`src/rtl/shift_add_mult_ctrl_if.sv`:
```
`default_nettype none
// ============================================================================
// shift_add_mult_ctrl_if : operand/product handshake and shared-adder bus
// Revision 1.0
// ============================================================================
interface shift_add_mult_ctrl_if #(
  parameter int WIDTH = 8,
  parameter int CNT_W = 16
);
  logic                 start_valid;
  logic                 start_ready;
  logic [WIDTH-1:0]     op_a;
  logic [WIDTH-1:0]     op_b;
  logic [WIDTH-1:0]     add_a;
  logic [WIDTH-1:0]     add_b;
  logic                 add_en;
  logic [WIDTH-1:0]     add_sum;
  logic                 add_cout;
  logic                 busy;
  logic [2*WIDTH-1:0]   prod;
  logic                 prod_valid;
  logic                 prod_ready;
  logic [CNT_W-1:0]     gated_cycles;

  modport master (
    output start_valid, op_a, op_b, add_sum, add_cout, prod_ready,
    input  start_ready, add_a, add_b, add_en, busy, prod, prod_valid, gated_cycles
  );

  modport slave (
    input  start_valid, op_a, op_b, add_sum, add_cout, prod_ready,
    output start_ready, add_a, add_b, add_en, busy, prod, prod_valid, gated_cycles
  );
endinterface
`default_nettype wire

```
`src/rtl/shift_add_mult_ctrl.sv`:
```
`default_nettype none
// ============================================================================
// shift_add_mult_ctrl : shift-and-add multiplier sequencer around a shared adder
// Revision 1.0
// ============================================================================
module shift_add_mult_ctrl #(
  parameter int WIDTH = 8,
  parameter int CNT_W = 16
) (
  input  logic                  clk,
  input  logic                  rst_n,
  shift_add_mult_ctrl_if.slave  bus
);
  localparam int            CW   = $clog2(WIDTH + 1);
  localparam logic [CW-1:0] LAST = CW'(WIDTH - 1);

  typedef enum logic [1:0] {
    IDLE = 2'd0,
    RUN  = 2'd1,
    DONE = 2'd2
  } state_t;

  state_t             state;
  logic [WIDTH-1:0]   mcand;
  logic [WIDTH-1:0]   acc_hi;
  logic [WIDTH-1:0]   acc_lo;
  logic [CW-1:0]      cnt;
  logic               start_ready;
  logic               busy;
  logic               prod_valid;
  logic [2*WIDTH-1:0] prod;
  logic [CNT_W-1:0]   gated_cycles;

  logic               add_en;
  logic [2*WIDTH-1:0] step;

  // Adder result is taken as-is so an approximate adder's error propagates uncorrected.
  assign add_en = (state == RUN) && acc_lo[0];
  assign step   = add_en ? {bus.add_cout, bus.add_sum, acc_lo[WIDTH-1:1]}
                         : {1'b0, acc_hi, acc_lo[WIDTH-1:1]};

  assign bus.add_en       = add_en;
  assign bus.add_a        = add_en ? acc_hi : '0;
  assign bus.add_b        = add_en ? mcand  : '0;
  assign bus.start_ready  = start_ready;
  assign bus.busy         = busy;
  assign bus.prod         = prod;
  assign bus.prod_valid   = prod_valid;
  assign bus.gated_cycles = gated_cycles;

  always_ff @(posedge clk or negedge rst_n) begin
    if (!rst_n) begin
      state        <= IDLE;
      mcand        <= '0;
      acc_hi       <= '0;
      acc_lo       <= '0;
      cnt          <= '0;
      start_ready  <= 1'b0;
      busy         <= 1'b0;
      prod_valid   <= 1'b0;
      prod         <= '0;
      gated_cycles <= '0;
    end else begin
      case (state)
        IDLE: begin
          start_ready <= 1'b1;
          if (bus.start_valid && start_ready) begin
            start_ready <= 1'b0;
            busy        <= 1'b1;
            mcand       <= bus.op_a;
            acc_hi      <= '0;
            cnt         <= '0;
            // Zero operand: skip the adder and present a zero product.
            if (bus.op_a == '0 || bus.op_b == '0) begin
              acc_lo <= '0;
              state  <= DONE;
            end else begin
              acc_lo <= bus.op_b;
              state  <= RUN;
            end
          end
        end

        RUN: begin
          {acc_hi, acc_lo} <= step;
          cnt              <= cnt + CW'(1);
          if (!add_en && gated_cycles != {CNT_W{1'b1}}) begin
            gated_cycles <= gated_cycles + CNT_W'(1);
          end
          if (cnt == LAST) begin
            state <= DONE;
          end
        end

        DONE: begin
          if (!prod_valid) begin
            prod       <= {acc_hi, acc_lo};
            prod_valid <= 1'b1;
          end else if (bus.prod_ready) begin
            prod_valid  <= 1'b0;
            busy        <= 1'b0;
            start_ready <= 1'b1;
            state       <= IDLE;
          end
        end

        default: begin
          state <= IDLE;
        end
      endcase
    end
  end
endmodule
`default_nettype wire
```
`src/flat_wrapper.sv`:
```
// flat-port wrapper written by rule: the top's interface ports become plain ports
module shift_add_mult_ctrl_flat 
#(
  parameter int WIDTH = 8,
  parameter int CNT_W = 16
)
  (clk, rst_n, bus_start_valid, bus_op_a, bus_op_b, bus_add_sum, bus_add_cout, bus_prod_ready, bus_start_ready, bus_add_a, bus_add_b, bus_add_en, bus_busy, bus_prod, bus_prod_valid, bus_gated_cycles);
  shift_add_mult_ctrl_if #(.WIDTH(WIDTH), .CNT_W(CNT_W)) bus_i ();
  input  logic clk;
  input  logic rst_n;
  input wire logic [$bits(bus_i.start_valid)-1:0] bus_start_valid;
  input wire logic [$bits(bus_i.op_a)-1:0] bus_op_a;
  input wire logic [$bits(bus_i.op_b)-1:0] bus_op_b;
  input wire logic [$bits(bus_i.add_sum)-1:0] bus_add_sum;
  input wire logic [$bits(bus_i.add_cout)-1:0] bus_add_cout;
  input wire logic [$bits(bus_i.prod_ready)-1:0] bus_prod_ready;
  output wire logic [$bits(bus_i.start_ready)-1:0] bus_start_ready;
  output wire logic [$bits(bus_i.add_a)-1:0] bus_add_a;
  output wire logic [$bits(bus_i.add_b)-1:0] bus_add_b;
  output wire logic [$bits(bus_i.add_en)-1:0] bus_add_en;
  output wire logic [$bits(bus_i.busy)-1:0] bus_busy;
  output wire logic [$bits(bus_i.prod)-1:0] bus_prod;
  output wire logic [$bits(bus_i.prod_valid)-1:0] bus_prod_valid;
  output wire logic [$bits(bus_i.gated_cycles)-1:0] bus_gated_cycles;
  assign bus_i.start_valid = bus_start_valid;
  assign bus_i.op_a = bus_op_a;
  assign bus_i.op_b = bus_op_b;
  assign bus_i.add_sum = bus_add_sum;
  assign bus_i.add_cout = bus_add_cout;
  assign bus_i.prod_ready = bus_prod_ready;
  assign bus_start_ready = bus_i.start_ready;
  assign bus_add_a = bus_i.add_a;
  assign bus_add_b = bus_i.add_b;
  assign bus_add_en = bus_i.add_en;
  assign bus_busy = bus_i.busy;
  assign bus_prod = bus_i.prod;
  assign bus_prod_valid = bus_i.prod_valid;
  assign bus_gated_cycles = bus_i.gated_cycles;
  shift_add_mult_ctrl #(.WIDTH(WIDTH), .CNT_W(CNT_W)) u_core (.clk(clk), .rst_n(rst_n), .bus(bus_i));
endmodule
```
`config.mk`:
```
export PLATFORM = sky130hd
export DESIGN_NAME = shift_add_mult_ctrl_flat
export DESIGN_NICKNAME = d
export VERILOG_FILES = /design/src/rtl/shift_add_mult_ctrl_if.sv /design/src/rtl/shift_add_mult_ctrl.sv /design/src/flat_wrapper.sv
export SDC_FILE = /design/constraint.sdc
export NUM_CORES = 1
export LEC_CHECK = 0
export BUFFER_PORTS_ARGS = -buffer_cell sky130_fd_sc_hd__buf_2
export CORE_MARGIN = 2
export CORE_UTILIZATION = 56
export DETAILED_ROUTE_END_ITERATION = 10
export PLACE_DENSITY = 0.84
export SLEW_MARGIN = 15
export SYNTH_ARGS = -nofsm -noshare
export SYNTH_HDL_FRONTEND = slang
export SYNTH_SLANG_ARGS = --single-unit
```
`constraint.sdc`:
```
create_clock -name clk -period 2.5 [get_ports clk]
set_input_delay 0.25 -clock clk [delete_from_list [all_inputs] [get_ports clk]]
set_output_delay 0.25 -clock clk [all_outputs]
set_load 0.01 [all_outputs]
```
==> results of run 1 <==
-- state kept, by name, summed over array words and instances, names as in the netlist, 2 cells and up --
register and count:
u_core.acc_lo 8, u_core.cnt 4, u_core.acc_hi 8, u_core.bus.prod 16, u_core.bus.gated_cycles 16, u_core.mcand 8, u_core.state 2
-- cells in the final DEF, fill, tap and decap left out, drive strengths merged, types with 9 or more instances in the layout --
cell / count
and3: 18
buf: 86
clkbuf: 14
dfrtp: 65
mux2: 19
mux2i: 9
nand2: 44
nand3: 16
nand4: 11
nor2: 12
o21ai: 14
xnor2: 9
-- layout make-up --
type | instances | share of cell area (%)
multi-input cells | 201 | 36.3
well taps | 70 | 2.32
flip-flops and latches | 65 | 43.0
clock buffers | 14 | 4.30
inverters | 1 | 0.0992
repair buffers | 87 | 12.4
clock inverters | 2 | 1.59
-- cells by family (layout without fill, tap and decap cells) --
logic type | Yosys count | count (layout) | synth area share, %
XOR/XNOR | 11 | 11 | 3.14
flip-flops | 65 | 65 | 52.9
buffers and inverters | 17 | 104 | 2.36
AND/OR/NAND/NOR | 122 | 122 | 22.2
multiplexers | 28 | 28 | 10.0
adder cells (fa/ha/maj) | 2 | 2 | 0.814
AO/OA/AOI/OAI | 38 | 38 | 8.55
-- worst max-delay path: cells and delay by family, from the launching register on --
| kind | cells | cell delay (ns) |
|---|---|---|
| buf+inv | 2 | 0.38 |
| flops | 1 | 0.53 |
| simple gates | 2 | 0.41 |
-- stage by stage --
| stage | std cells | area [um2] |
|---|---|---|
| floorplan | 283 | 3070 |
| global placement | 423 | 3550 |
| detailed placement | 423 | 3550 |
| CTS | 440 | 3780 |
| global route | 440 | 3780 |
| finish | 440 | 3780 |
-- report_power, final --
part | internal, W | leakage (nW) | switching, W | total, W
Sequential | 0.00143 | 0.834 | 0.000388 | 0.00181
Combinational | 0.000711 | 1.02 | 0.000830 | 0.00154
Clock | 0.000618 | 0.111 | 0.000378 | 0.000996
Total | 0.00276 | 1.96 | 0.00160 | 0.00435
-- path summary, 6_finish.rpt --
check / start / end / slack (ns) / cells after the start
hold reg to reg: u_core.mcand[6] / u_core.mcand[6] / 0.48 / 2
setup / recovery: u_core.state[0] / bus_add_en / 0.60 / 4
min in group asynchronous: rst_n / u_core.bus.gated_cycles[5] / 0.51 / 2
max in group asynchronous: rst_n / u_core.acc_hi[6] / 1.37 / 3
setup reg to reg: u_core.state[0] / u_core.bus.prod[13] / 0.71 / 4
hold / removal: bus_op_a[2] / u_core.mcand[2] / 0.12 / 3
-- what timing repair did --
action,in CTS,in global routing
hold buffers,1,0
buffers inserted,0,0
endpoints found under the hold margin,30,0
-- per-layer routing --
layer	vias up	wire [um]	track usage, %
li1	1183	-	-
met1	1238	3070	32.5
met2	100	3600	41.2
met3	17	395	5.06
met4	0	129	10.5
met5	-	0	0
==> results.json, run 1 <==
{
  "drt_first_pass_iters": 4,
  "drive_gt1_share_pct": 34.3,
  "outcome": "complete, no violations",
  "via_count": 2538,
  "fillers": 403,
  "drt-initial-drc-count": 128,
  "fin_crit_sh_pct": 75.9,
  "detail-route-antenna-nets": 0,
  "grt_pass1_vias": 2488,
  "setup_viol": 0,
  "finalClockSkew_ns": 0.00456,
  "critPathLaunchType": "flop",
  "fmax_mhz": 527,
  "track_usage_pct": 25.0,
  "num_antenna_cells": 0,
  "antenna_found_initial": 0,
  "whs_ns": 0.125,
  "leakagePower_nw": 1.96,
  "path_cells": "nor2b_1 -> buf_4 -> and2_1 -> buf_2",
  "clk_pin_slew_ns": 0.07,
  "coreArea_um2": 5200,
  "grt_remaining_overflow": 0,
  "synth-edff-count": 0,
  "synthCells": 283,
  "vdd_drop_max_uv": 617,
  "arrival_ns": 1.65,
  "nNetsFinal": 396,
  "relSlewSlack_pct": 52.0,
  "synth_most_common_cell": "dfrtp_1",
  "grt_max_degree": 35,
  "die_x_um": 78.1,
  "period_minus_slack_ns": 1.90,
  "row_count": 26,
  "utilization_pct": 72.7,
  "yosys.area.top_type": "dfrtp_1",
  "hold_path_class": "in2reg",
  "maxCapViolations": 0,
  "dpl.hpwl_um": 4980,
  "dieArea_um2": 6100,
  "synth_cell_type_count": 46,
  "clock-sinks": 65,
  "crit_required_ns": 2.25,
  "clock-root-buffer": "clkbuf_8",
  "ys_warn_count": 0,
  "port-buffer-count": 80,
  "fin_ws_ns": 0.603,
  "start_util_pct": 59.0,
  "grt_pass1_wl_um": 11900,
  "p_total_w": 0.00435,
  "worst_pin_slew_ns": 0.721,
  "finalMaxSlewViolations": 0,
  "place_ws_ns": 0.724,
  "rsz0062_at_grt": "false",
  "clockBufferDepth": 2,
  "cts_resized": 0,
  "synth_top_cells_by_count": "dfrtp_1, nand2_1, and3_1, mux2_2, nand3_1",
  "drt-total-wl_um": 7190,
  "fin_setup_tns_ns": 0,
  "hold_violations": 0,
  "htreeDepth": 3,
  "critPathKind": "reg2out",
  "multiInputGateArea_um2": 1370,
  "cts_tree": "done",
  "synthArstFlopShare_pct": 100,
  "synthTopCellsByArea": "dfrtp_1, mux2_2, nand2_1",
  "slowest_delay_ns": 0.53,
  "netlist_area_um2": 3070,
  "wl_per_cell_um": 16.3,
  "critPathMaxFanout": 16,
  "synth_seq_cells": 65,
  "clk_latency_ns": 0.33,
  "seq_area_frac_synth_pct": 52.9,
  "cp_slowest_cell": "dfrtp_1",
  "synth_top_cell_area_share_pct": 52.9,
  "drc": 0,
  "io_pins": 81,
  "syn-num-nets": 314,
  "dieHeight_um": 78.1,
  "avgSynthCellArea_um2": 10.9,
  "via_per_inst": 5.77,
  "ff_latch_area_um2": 1630,
  "synthFlopType": "dfrtp_1",
  "worstSetupEndpointType": "primary output",
  "cellPowerDensity_nw_per_um2": 1150,
  "area_delta_synth_final_pct": 23.1,
  "gp_congestion": 0.857,
  "cts_made_buffers": 9
}
(Power assumes the default switching activity.)
==> inputs of run 2 (changes only) <==
- CORE_UTILIZATION: 56 -> 52
- PLACE_DENSITY: 0.84 -> 0.79
- clock period: 2.5 -> 1.85 ns (I/O delays scaled with it)
==> results.json, run 2 (synthesized netlist as in run 1, its figures left out) <==
{
  "slowest_delay_ns": 0.47,
  "switchingPower_w": 0.00214,
  "fin_crit_sh_pct": 94.1,
  "clockBufferDepth": 2,
  "drt_first_pass_iters": 4,
  "placed_cell_area_um2": 3580,
  "cts_tree": "done",
  "cts_made_buffers": 9,
  "relSlewSlack_pct": 65.7,
  "clk_pin_slew_ns": 0.07,
  "hold_violations": 0,
  "rr_endpoint": "u_core.bus.gated_cycles[1]",
  "pwr-share-seq_pct": 40.6,
  "track_usage_pct": 23.1,
  "num_antenna_cells": 0,
  "outcome": "complete, no violations",
  "dp_cells": 431,
  "htreeDepth": 3,
  "drive_gt1_share_pct": 36.2,
  "final_common_cell": "buf_2",
  "crit_family": "flip-flops",
  "cellPowerDensity_nw_per_um2": 1530,
  "pwr-share-clk_pct": 22.1,
  "final_area_um2": 3820,
  "die_x_um": 80.9,
  "detail-route-antenna-nets": 0,
  "hold_path_class": "in2reg",
  "dieArea_um2": 6540,
  "path_cells": "nor2b_4 -> buf_6 -> and3_1 -> buf_2",
  "critPathKind": "reg2out",
  "grt_max_degree": 42,
  "maxCapViolations": 0,
  "via_per_inst": 5.61,
  "ff2ff_path_depth": 4,
  "vdd_drop_max_uv": 888,
  "hold_path_depth": 3,
  "power_frac_comb_pct": 37.2,
  "final_cell_mix": "buf_2, dfrtp_1, nand2_1, and3_1, mux2_2",
  "arrival_ns": 1.56,
  "coreArea_um2": 5610,
  "drt-total-wl_um": 6880,
  "row_count": 27,
  "clock-root-buffer": "clkbuf_8",
  "utilization_pct": 68.1,
  "internal_power_w": 0.00370,
  "cp_slowest_cell": "dfrtp_2",
  "grt_pass1_vias": 2416,
  "gp_congestion": 0.865,
  "start_util_pct": 54.8,
  "post-cts-setup-buffers": 0,
  "nNetsFinal": 402,
  "fillers": 468,
  "busiest_layer": "met2",
  "port-buffer-count": 80,
  "grt_pass1_wl_um": 11600,
  "top_regs": "u_core.bus.gated_cycles: 16 flops, u_core.bus.prod: 16 flops",
  "rsz0062_at_grt": "false",
  "setup_viol": 0,
  "finalMaxSlewViolations": 0,
  "worst_pin_slew_ns": 0.514,
  "crit_buf_inv": 2,
  "grt_util_met1_pct": 31.3,
  "finalClockSkew_ns": 0.0120,
  "rrSetupSlack_ns": 0.12,
  "crit_required_ns": 1.66,
  "switching_share_pct": 36.7,
  "whs_endpoint": "u_core.mcand[6]",
  "worstSetupEndpointType": "primary output",
  "drt-initial-drc-count": 143,
  "grt_remaining_overflow": 0,
  "antenna_found_initial": 0,
  "wl_per_cell_um": 15.3,
  "fmax_mhz": 575,
  "clk_latency_ns": 0.34,
  "dieHeight_um": 80.9,
  "drc": 0,
  "leakagePower_nw": 1.99,
  "area_delta_synth_final_pct": 24.3,
  "via_count": 2513,
  "io_pins": 81,
  "grt_use_met2_pct": 35.9,
  "dpl.hpwl_um": 4950,
  "critPathLaunchType": "flop",
  "period_minus_slack_ns": 1.74,
  "min_from": "bus_op_a[6]",
  "instances_no_fill": 448,
  "fin_setup_tns_ns": 0,
  "critPathMaxFanout": 22,
  "gr-usage-met3_pct": 5.33,
  "reg2reg_from": "u_core.bus.gated_cycles[1]",
  "clock-sinks": 65
}
[run 2: changes by cell type in the layout (fill, tap and decap cells not counted), sizes merged]
cell      change
clkinv        +1
clkinvlp      +2
clkbuf        -3
buf           +6
[run 2: area by class of cell]
cell class	instances	area [um2]	share of cell area, %
clock buffers	11	131	3.44
clock inverters	5	80.1	2.10
inverters	1	3.75	0.0983
multi-input cells	201	1380	36.2
flip-flops and latches	65	1630	42.6
well taps	72	90.1	2.36
repair buffers	93	504	13.2
[run 2: worst max path at each step]
| stage | to | depth (start not counted) | from | slack [ns] |
|---|---|---|---|---|
| floorplan | u_core.bus.gated_cycles[1] | 4 | u_core.bus.gated_cycles[0] | 0.21 |
| global placement | u_core.bus.gated_cycles[1] | 4 | u_core.bus.gated_cycles[0] | 0.22 |
| detailed placement | u_core.bus.gated_cycles[1] | 4 | u_core.bus.gated_cycles[0] | 0.14 |
| CTS | bus_add_a[0] | 4 | u_core.state[0] | 0.03 |
| global route | bus_add_b[5] | 4 | u_core.state[1] | 0.01 |
| finish | bus_add_a[0] | 4 | u_core.state[0] | 0.11 |
[run 2: layer usage]
layer | up-vias | wire length (um) | part of all wire [%]
li1 | 1197 | - | -
met1 | 1217 | 3170 | 46
met2 | 88 | 3200 | 47
met3 | 11 | 375 | 5.5
met4 | 0 | 126 | 1.8
met5 | - | 0 | 0
[run 2: power by group through the flow]
stage	Combinational (W)	Sequential, W	Clock [W]
final	0.00218	0.00237	0.00129
after global placement	0.00211	0.00236	0
after detailed placement	0.00216	0.00238	0
after floorplan	0.00143	0.00234	0
after CTS	0.00217	0.00236	0.00131
after global routing	0.00242	0.00245	0.00138
[run 2: what timing repair did]
action | in CTS | in global routing
setup endpoints to repair | 17 | 17
hold buffers | 1 | 0
resized for setup | 2 | 2
endpoints found under the hold margin | 65 | 0
[run 2: tightest hold or removal path: cells and delay by family]
kind / cells / cell delay, ns
buffers and inverters: 1 / 0.09
AND/OR/NAND/NOR: 2 / 0.09
[run 2: through the flow]
| stage | total power, W | setup WS, ns | hold slack (ns) |
|---|---|---|---|
| after detailed placement | 0.00454 | 0.143 | 0.208 |
| after floorplan | 0.00377 | 0.212 | -0.111 |
| after global placement | 0.00447 | 0.218 | 0.197 |
| after CTS | 0.00585 | 0.0296 | 0.0390 |
| after global routing | 0.00625 | 0.0101 | 0.0501 |
| final | 0.00584 | 0.109 | 0.0540 |
==> inputs of run 3 (changes only) <==
- CELL_PAD_IN_SITES_DETAIL_PLACEMENT: not set -> 1
- CELL_PAD_IN_SITES_GLOBAL_PLACEMENT: not set -> 2
- CORE_UTILIZATION: 52 -> 33
- PLACE_DENSITY: 0.79 -> not set
- PLACE_DENSITY_LB_ADDON: not set -> 0.1
==> results.json, run 3 (synthesized netlist as in run 1, its figures left out) <==
{
  "grt_pass1_vias": 2612,
  "cellPowerDensity_nw_per_um2": 1510,
  "leakagePower_nw": 2.01,
  "nNetsFinal": 404,
  "dpl.hpwl_um": 5710,
  "crit_required_ns": 2.08,
  "htreeDepth": 3,
  "period_minus_slack_ns": 1.73,
  "fin_crit_sh_pct": 93.6,
  "via_per_inst": 5.15,
  "fmax_mhz": 577,
  "drt-total-wl_um": 8100,
  "via_count": 2516,
  "cts_tree": "done",
  "hold_violations": 0,
  "critPathLaunchType": "flop",
  "outcome": "complete, no violations",
  "port-buffer-count": 80,
  "cp_slowest_cell": "dfrtp_1",
  "gp_congestion": 0.814,
  "clk_pin_slew_ns": 0.07,
  "antenna_found_initial": 0,
  "setup_viol": 0,
  "die_x_um": 101,
  "path_cells": "ha_1 -> nand4_4 -> o41a_1 -> mux2_4",
  "row_count": 35,
  "dieHeight_um": 101,
  "post-cts-setup-buffers": 0,
  "io_pins": 81,
  "drt_first_pass_iters": 4,
  "drive_gt1_share_pct": 37.0,
  "drt-initial-drc-count": 83,
  "rsz0062_at_grt": "false",
  "critPathKind": "reg2reg",
  "worstSetupEndpointType": "flop",
  "coreArea_um2": 9150,
  "track_usage_pct": 17.1,
  "crit_buf_inv": 0,
  "arrival_ns": 1.96,
  "drc": 0,
  "worst_pin_slew_ns": 0.518,
  "grt_max_degree": 66,
  "final_common_cell": "buf_2",
  "num_antenna_cells": 0,
  "dieArea_um2": 10100,
  "clock-root-buffer": "clkbuf_8",
  "clk_latency_ns": 0.34,
  "top_regs": "u_core.bus.gated_cycles: 16 flops, u_core.bus.prod: 16 flops",
  "maxCapViolations": 0,
  "cts_made_buffers": 9,
  "critPathMaxFanout": 6,
  "clockBufferDepth": 2,
  "area_delta_synth_final_pct": 26.5,
  "finalClockSkew_ns": 0.00619,
  "clock-sinks": 65,
  "fin_setup_tns_ns": 0,
  "hold_path_class": "in2reg",
  "instances_no_fill": 489,
  "vdd_drop_max_uv": 512,
  "slowest_delay_ns": 0.43,
  "detail-route-antenna-nets": 0,
  "start_util_pct": 33.6,
  "wl_per_cell_um": 16.6,
  "grt_pass1_wl_um": 13500,
  "grt_remaining_overflow": 0,
  "relSlewSlack_pct": 65.5,
  "dp_cells": 472,
  "finalMaxSlewViolations": 0,
  "final_cell_mix": "buf_2, dfrtp_1, nand2_1, and3_1, mux2_2",
  "utilization_pct": 42.5,
  "crit_family": "flip-flops"
}
run 3: cell types whose count changed in the layout (fill, tap and decap cells not counted), sizes merged:
cell	delta
clkinv	+3
clkinvlp	-1
clkbuf	-1
bufinv	-1
buf	+2
run 3: area by class of cell:
| class | instances | area (um2) |
|---|---|---|
| Clock buffer | 10 | 138 |
| Clock inverter | 6 | 57.6 |
| Fill cell | 1068 | 5270 |
| Inverter | 1 | 3.75 |
| Multi-Input combinational cell | 201 | 1380 |
| Sequential cell | 65 | 1630 |
| Tap cell | 111 | 139 |
| Timing Repair Buffer | 95 | 541 |
run 3: metrics by stage:
stage	power, W	hold WS [ns]	instance area (um2)	worst slack [ns]
detailed placement	0.00471	0.238	3680	0.120
finish	0.00585	0.0489	3890	0.118
global placement	0.00465	0.238	3680	0.180
global route	0.00632	0.0425	3890	0.0354
CTS	0.00595	0.0331	3880	0.0595
floorplan	0.00377	-0.111	3070	0.212
run 3: worst paths after layout:
check | start | to | slack (ns) | depth (start not counted)
max in group asynchronous | rst_n | u_core.state[0] | 1.16 | 3
worst min register to register | u_core.mcand[7] | u_core.mcand[7] | 0.47 | 2
worst max-delay path | u_core.bus.gated_cycles[1] | u_core.bus.gated_cycles[1] | 0.12 | 4
worst min-delay path | bus_op_a[1] | u_core.mcand[1] | 0.05 | 3
worst max register to register | u_core.bus.gated_cycles[1] | u_core.bus.gated_cycles[1] | 0.12 | 4
min in group asynchronous | rst_n | u_core.bus.prod_valid | 0.40 | 3
run 3: what timing repair did:
| item | in CTS | in global routing |
|---|---|---|
| endpoints found under the setup margin | 8 | 3 |
| gates resized for setup | 1 | 1 |
| hold endpoints to repair | 65 | 0 |
| hold buffers | 1 | 0 |
| pin swaps | 0 | 0 |
run 3: metal layers:
layer / global-route usage (%) / up-vias / routed length [um]
met1: 24.7 / 1258 / 4000
met3: 3.12 / 9 / 325
li1: - / 1195 / -
met4: 6.32 / 0 / 106
met5: 0 / - / 0
met2: 25.5 / 54 / 3660
run 3: report_power, final:
part	switching (W)	internal [W]	leakage, nW	total [W]
logic	0.00119	0.00105	1.07	0.00224
registers	0.000477	0.00193	0.834	0.00241
clock network	0.000555	0.000649	0.102	0.00120
total	0.00222	0.00363	2.01	0.00585
run 3: worst register-to-register path, stage by stage, from the launching register on:
cell	delay, ns
dfrtp_1	0.43
ha_1	0.33
nand4_4	0.15
o41a_1	0.39
mux2_4	0.32
